--- src/rtl/exp3_unidade_controle.sv ---
// rtl/exp3_unidade_controle.sv - Moore FSM sequencing the Exp3 play/compare datapath.
module exp3_unidade_controle #(
    parameter int TIMEOUT_CICLOS = 5000
) (
    input  logic       clock,
    input  logic       reset,
    input  logic       iniciar,
    input  logic       jogada,
    input  logic       chavesIgualMemoria,
    input  logic       fimC,
    output logic       zeraC,
    output logic       contaC,
    output logic       zeraR,
    output logic       registraR,
    output logic       pronto,
    output logic       acertou,
    output logic       errou,
    output logic       timeout,
    output logic [3:0] db_estado
);

    typedef enum logic [3:0] {
        INICIAL     = 4'b0000,
        PREPARACAO  = 4'b0001,
        ESPERA      = 4'b0010,
        REGISTRA    = 4'b0100,
        COMPARACAO  = 4'b0101,
        PROXIMO     = 4'b0110,
        FIM_ACERTOU = 4'b1010,
        FIM_ERROU   = 4'b1110,
        FIM_TIMEOUT = 4'b1101
    } estado_t;

    estado_t estado;
    estado_t proximo;

`ifdef TIMEOUT_EN
    localparam int            TW     = $clog2(TIMEOUT_CICLOS);
    localparam logic [TW-1:0] ULTIMO = TW'(TIMEOUT_CICLOS - 1);

    logic [TW-1:0] timer;
    logic          expirou;

    assign expirou = (timer == ULTIMO);

    always_ff @(posedge clock) begin
        if (reset) begin
            timer <= '0;
        end else if (estado == ESPERA && proximo == ESPERA) begin
            timer <= timer + TW'(1);
        end else begin
            timer <= '0;
        end
    end
`endif

    always_ff @(posedge clock) begin
        if (reset) begin
            estado <= INICIAL;
        end else begin
            estado <= proximo;
        end
    end

    always_comb begin
        proximo = INICIAL;
        case (estado)
            INICIAL:     proximo = iniciar ? PREPARACAO : INICIAL;
            PREPARACAO:  proximo = ESPERA;
            ESPERA: begin
                if (jogada) begin
                    proximo = REGISTRA;
`ifdef TIMEOUT_EN
                end else if (expirou) begin
                    proximo = FIM_TIMEOUT;
`endif
                end else begin
                    proximo = ESPERA;
                end
            end
            REGISTRA:    proximo = COMPARACAO;
            COMPARACAO: begin
                if (!chavesIgualMemoria) begin
                    proximo = FIM_ERROU;
                end else if (fimC) begin
                    proximo = FIM_ACERTOU;
                end else begin
                    proximo = PROXIMO;
                end
            end
            PROXIMO:     proximo = ESPERA;
            FIM_ACERTOU,
            FIM_ERROU,
            FIM_TIMEOUT: proximo = iniciar ? PREPARACAO : estado;
            default:     proximo = INICIAL;
        endcase
    end

    always_comb begin
        zeraC     = 1'b0;
        zeraR     = 1'b0;
        registraR = 1'b0;
        contaC    = 1'b0;
        pronto    = 1'b0;
        acertou   = 1'b0;
        errou     = 1'b0;
        timeout   = 1'b0;
        case (estado)
            PREPARACAO: begin
                zeraC = 1'b1;
                zeraR = 1'b1;
            end
            REGISTRA:    registraR = 1'b1;
            PROXIMO:     contaC    = 1'b1;
            FIM_ACERTOU: begin
                pronto  = 1'b1;
                acertou = 1'b1;
            end
            FIM_ERROU: begin
                pronto = 1'b1;
                errou  = 1'b1;
            end
            FIM_TIMEOUT: begin
                pronto = 1'b1;
`ifdef TIMEOUT_EN
                timeout = 1'b1;
`endif
            end
            default: ;
        endcase
    end

    assign db_estado = estado;

endmodule

--- config.mk ---
export PLATFORM = sky130hd
export DESIGN_NAME = exp3_unidade_controle
export DESIGN_NICKNAME = d
export VERILOG_FILES = /design/src/rtl/exp3_unidade_controle.sv
export SDC_FILE = /design/constraint.sdc
export NUM_CORES = 1
export LEC_CHECK = 0
export ABC_AREA = 1
export ABC_CLOCK_PERIOD_IN_PS = 2050
export BUFFER_PORTS_ARGS = -buffer_cell sky130_fd_sc_hd__buf_2
export CAP_MARGIN = 0
export CORE_AREA = 2 2 39 41
export DETAILED_ROUTE_END_ITERATION = 7
export DIE_AREA = 0 0 41 43
export SLEW_MARGIN = 10
export SYNTH_ARGS = -nofsm -noshare
export SYNTH_HDL_FRONTEND = slang
export SYNTH_SLANG_ARGS = --single-unit
export TNS_END_PERCENT = 50
--- constraint.sdc ---
create_clock -name clock -period 2.05 [get_ports clock]
set_clock_uncertainty 0.2 [all_clocks]
set_input_delay 0.1025 -clock clock [delete_from_list [all_inputs] [get_ports clock]]
set_output_delay 0.1025 -clock clock [all_outputs]
set_load 0.01 [all_outputs]
==> results.tsv <==
stage	metric	value	unit
setup_path	arrival time at the worst endpoint	1810	ps
clock_network	# H-tree levels	1	
floorplanning	starting density of the core	22.15	%
setup_path	CP Max Fanout	7	
setup_path	worst r2r dst	db_estado[0]	
finish	flip-flop count of the largest register after layout	4	
min_path	Hold Crit Class	input port to flop	
global_route	number of antenna violations at the first check in global routing	0	
clock_network	number of clock buffers inserted by TritonCTS	3	
detailed_routing	violation count after the first detailed-route iteration	4	
finish	net count reported at finish	81	
clock_network	clock insertion delay at the later pin of the skew report	230	ps
power_and_ir_drop	power density of the placed cells	532.2	nW/µm²
detailed_routing	number of search-and-repair iterations in the first detailed-routing pass	4	
logic_synthesis	Unique masters post-synth	16	
sta	final worst path period share	92.84	%
logic_synthesis	XOR/XNOR share of the synthesized area	0	%
finish	total inserted antenna cells	0	
placed_design	Port-buffer cells	16	
sta	worst hold-check slack	20.92	ps
detailed_routing	via count normalized by instance count	4.393	
sta	Max Transition Viols Final	0	
finish	post-layout utilization of the core	32.82	%
detailed_routing	DRC	0	
min_path	startpoint of the lowest-slack hold path	chavesIgualMemoria	
global_route	pin count of the biggest net entering global routing	9	
logic_synthesis	Post-Synth Simple-Gate Area	37.96	%
clock_network	clock-pin slew on the worst setup and hold paths	40	ps
power_and_ir_drop	worst ir drop on vdd	0.1853	mV
detailed_routing	drt total wl	736	µm
floorplanning	count of pins on the block boundary	18	
floorplanning	die width	41	µm
power_and_ir_drop	leakage power total	0.2474	nW
logic_synthesis	dominant combinational cell family by area after synthesis	simple AND/OR/NAND/NOR gates	
logic_synthesis	post-synthesis share of cell area spent on full adders, half adders and majority gates	0	%
floorplanning	Vert. Die Dim	43	µm
sta	setup repair after global routing missed its margin	false	
min_path	Hold EP	db_estado[2]	
finish	ratio of cells with drive above 1 in the final layout	31.51	%
sta	Highest Clock Rate	0.5255	GHz
setup_path	Setup crit end kind	flop	
sta	setup slack of the critical path after layout	146.9	ps
sta	Final setup violation count	0	
detailed_routing	Antenna Nets Post-Route	0	
placed_design	final weighted congestion in routability-driven placement	0.7564	
setup_path	required time worst endpoint	1960	ps
setup_path	FF-to-FF setup slack	150	ps
placed_design	DP Cell Count	82	
floorplanning	placement row count	14	
logic_synthesis	Synth Net Count	58	
global_route	overall track demand over capacity in global routing	8.726	%
clock_network	clock tree root driver cell	sky130_fd_sc_hd__clkbuf_4	
global_route	Remaining Overflow, GRT	0	
global_route	number of global-route vias before repair	288	
floorplanning	placeable core region	1384	µm²
sta	time the final worst path needs with I/O delays and setup	1903	ps
setup_path	worst-case reg-to-reg path depth	8	
detailed_routing	DR WL/cell	8.270	µm
logic_synthesis	cell taking the most area after synthesis	sky130_fd_sc_hd__dfxtp_1	
clock_network	clock tree from TritonCTS	done	
run_status	result of the run	complete, no violations	
setup_path	critical path class	flop to flop	
min_path	number of stages on the worst hold path	4	
logic_synthesis	Netlist Area Pre-Place	306.5	µm²
setup_path	reg-to-reg critical path startpoint	db_estado[3]	
placed_design	worst setup slack before clock tree synthesis	659.6	ps
detailed_routing	via count	391	
logic_synthesis	top-area cell type share of the netlist area	26.12	%
finish	Layout Cells excl Fill	89	
logic_synthesis	Syn Area/Cell	5.895	µm²
global_route	first-pass GRT wire length	1041	µm
finish	layout overhead on the synthesized area	48.16	%
logic_synthesis	flops & latches, synth	4	
logic_synthesis	biggest area contributors in the synthesized netlist	sky130_fd_sc_hd__dfxtp_1 (26%), sky130_fd_sc_hd__inv_1 (12%), sky130_fd_sc_hd__nand2_1 (12%)	
run	max-capacitance violation count	0	
logic_synthesis	yosys synthesis warning count	0	
placed_design	area post-placement	391.6	µm²
clock_network	buffers from clock root to sink, at most	2	
finish	fill cell count	160	
placed_design	final HPWL from detailed placement	610.1	µm
logic_synthesis	share of the yosys chip area belonging to registers	26.12	%
logic_synthesis	cell count after synthesis	52	
finish	total non-filler cell area in the finished layout	454.2	µm²
sta	hold violation count in the final report	0	
logic_synthesis	Compound-Gate Fraction of Synth Area	17.55	%
sta	TNS Setup	0	ps
logic_synthesis	share of cell area taken by muxes after synthesis	0	%
floorplanning	die area	1763	µm²
setup_path	kind of start point of the critical path	flop	
power_and_ir_drop	overall power	0.2417	mW
clock_network	total clock sinks	4	
-- critical path, cell delays in order, from the launching register on --
cell	delay (ps)
sky130_fd_sc_hd__dfxtp_1	440
sky130_fd_sc_hd__inv_1	140
sky130_fd_sc_hd__nand2_1	100
sky130_fd_sc_hd__inv_1	60
sky130_fd_sc_hd__nand2_1	90
sky130_fd_sc_hd__nand3_1	90
sky130_fd_sc_hd__nand2_1	70
sky130_fd_sc_hd__a21oi_1	50
sky130_fd_sc_hd__dlygate4sd3_1	540
-- cell families (layout without fill, tap and decap cells) --
logic type / Yosys count / count (layout)
other: 1 / 1
buffers and inverters: 12 / 33
DFF: 4 / 4
AOI/OAI and AO/OA: 9 / 9
and+or+nand+nor: 26 / 26
-- where the power goes --
group          switching, mW  leakage (nW)  total (mW)  internal, mW
clock network         0.0281        0.0138      0.0933        0.0652
logic                 0.0317         0.201      0.0579        0.0262
registers            0.00760        0.0326      0.0904        0.0828
-- routing by layer --
layer  GRT usage [%]  up-vias  share of wire [%]
met4           4.000        0                  0
met2           13.75       16                 48
met1           9.936      168                 44
li1                -      207                  -
met3           3.141        0                7.9
met5               0        -                  0
-- worst max-delay path by stage --
stage / end / cells past startpoint / start
6_report: db_estado[0] / 8 / db_estado[3]
2_1_floorplan: zeraR / 3 / db_estado[0]
4_1_cts: db_estado[0] / 8 / db_estado[3]
3_5_place_dp: db_estado[2] / 7 / db_estado[3]
3_3_place_gp: db_estado[2] / 7 / db_estado[3]
5_1_grt: db_estado[0] / 7 / db_estado[2]
-- layout make-up --
type / instances / area [µm²] / share of cell area [%]
clock buffer: 3 / 22.52 / 4.959
multi-input combinational: 36 / 173.9 / 38.29
inverter: 10 / 37.54 / 8.264
timing repair buffer: 20 / 120.1 / 26.45
sequential: 4 / 80.08 / 17.63
tap: 16 / 20.02 / 4.408
-- cell usage in the layout, fill, tap and decap left out, drive strengths merged, types with 2 or more instances in the layout --
cell type,n
dfxtp,4
o211ai,2
nand2,12
nor2,7
a21oi,6
buf,16
clkbuf,3
dlygate4sd3,4
inv,10
nand3,4
-- what timing repair did --
item,4_1_cts,5_1_grt
hold buffers,4,0
setup buffers,0,0
resized for setup,0,0
hold endpoints to repair,4,0
-- cell usage after synthesis, drive strengths merged --
| cell | number |
|---|---|
| a21oi | 6 |
| nand3 | 4 |
| conb | 1 |
| dfxtp | 4 |
| buf | 2 |
| nor2 | 7 |
| inv | 10 |
| nor3 | 1 |
| nand2 | 12 |
| o21ai | 1 |
| nand4 | 1 |
| nor4 | 1 |
| o211ai | 2 |
Note: power is estimated with default switching activity, not from simulation.
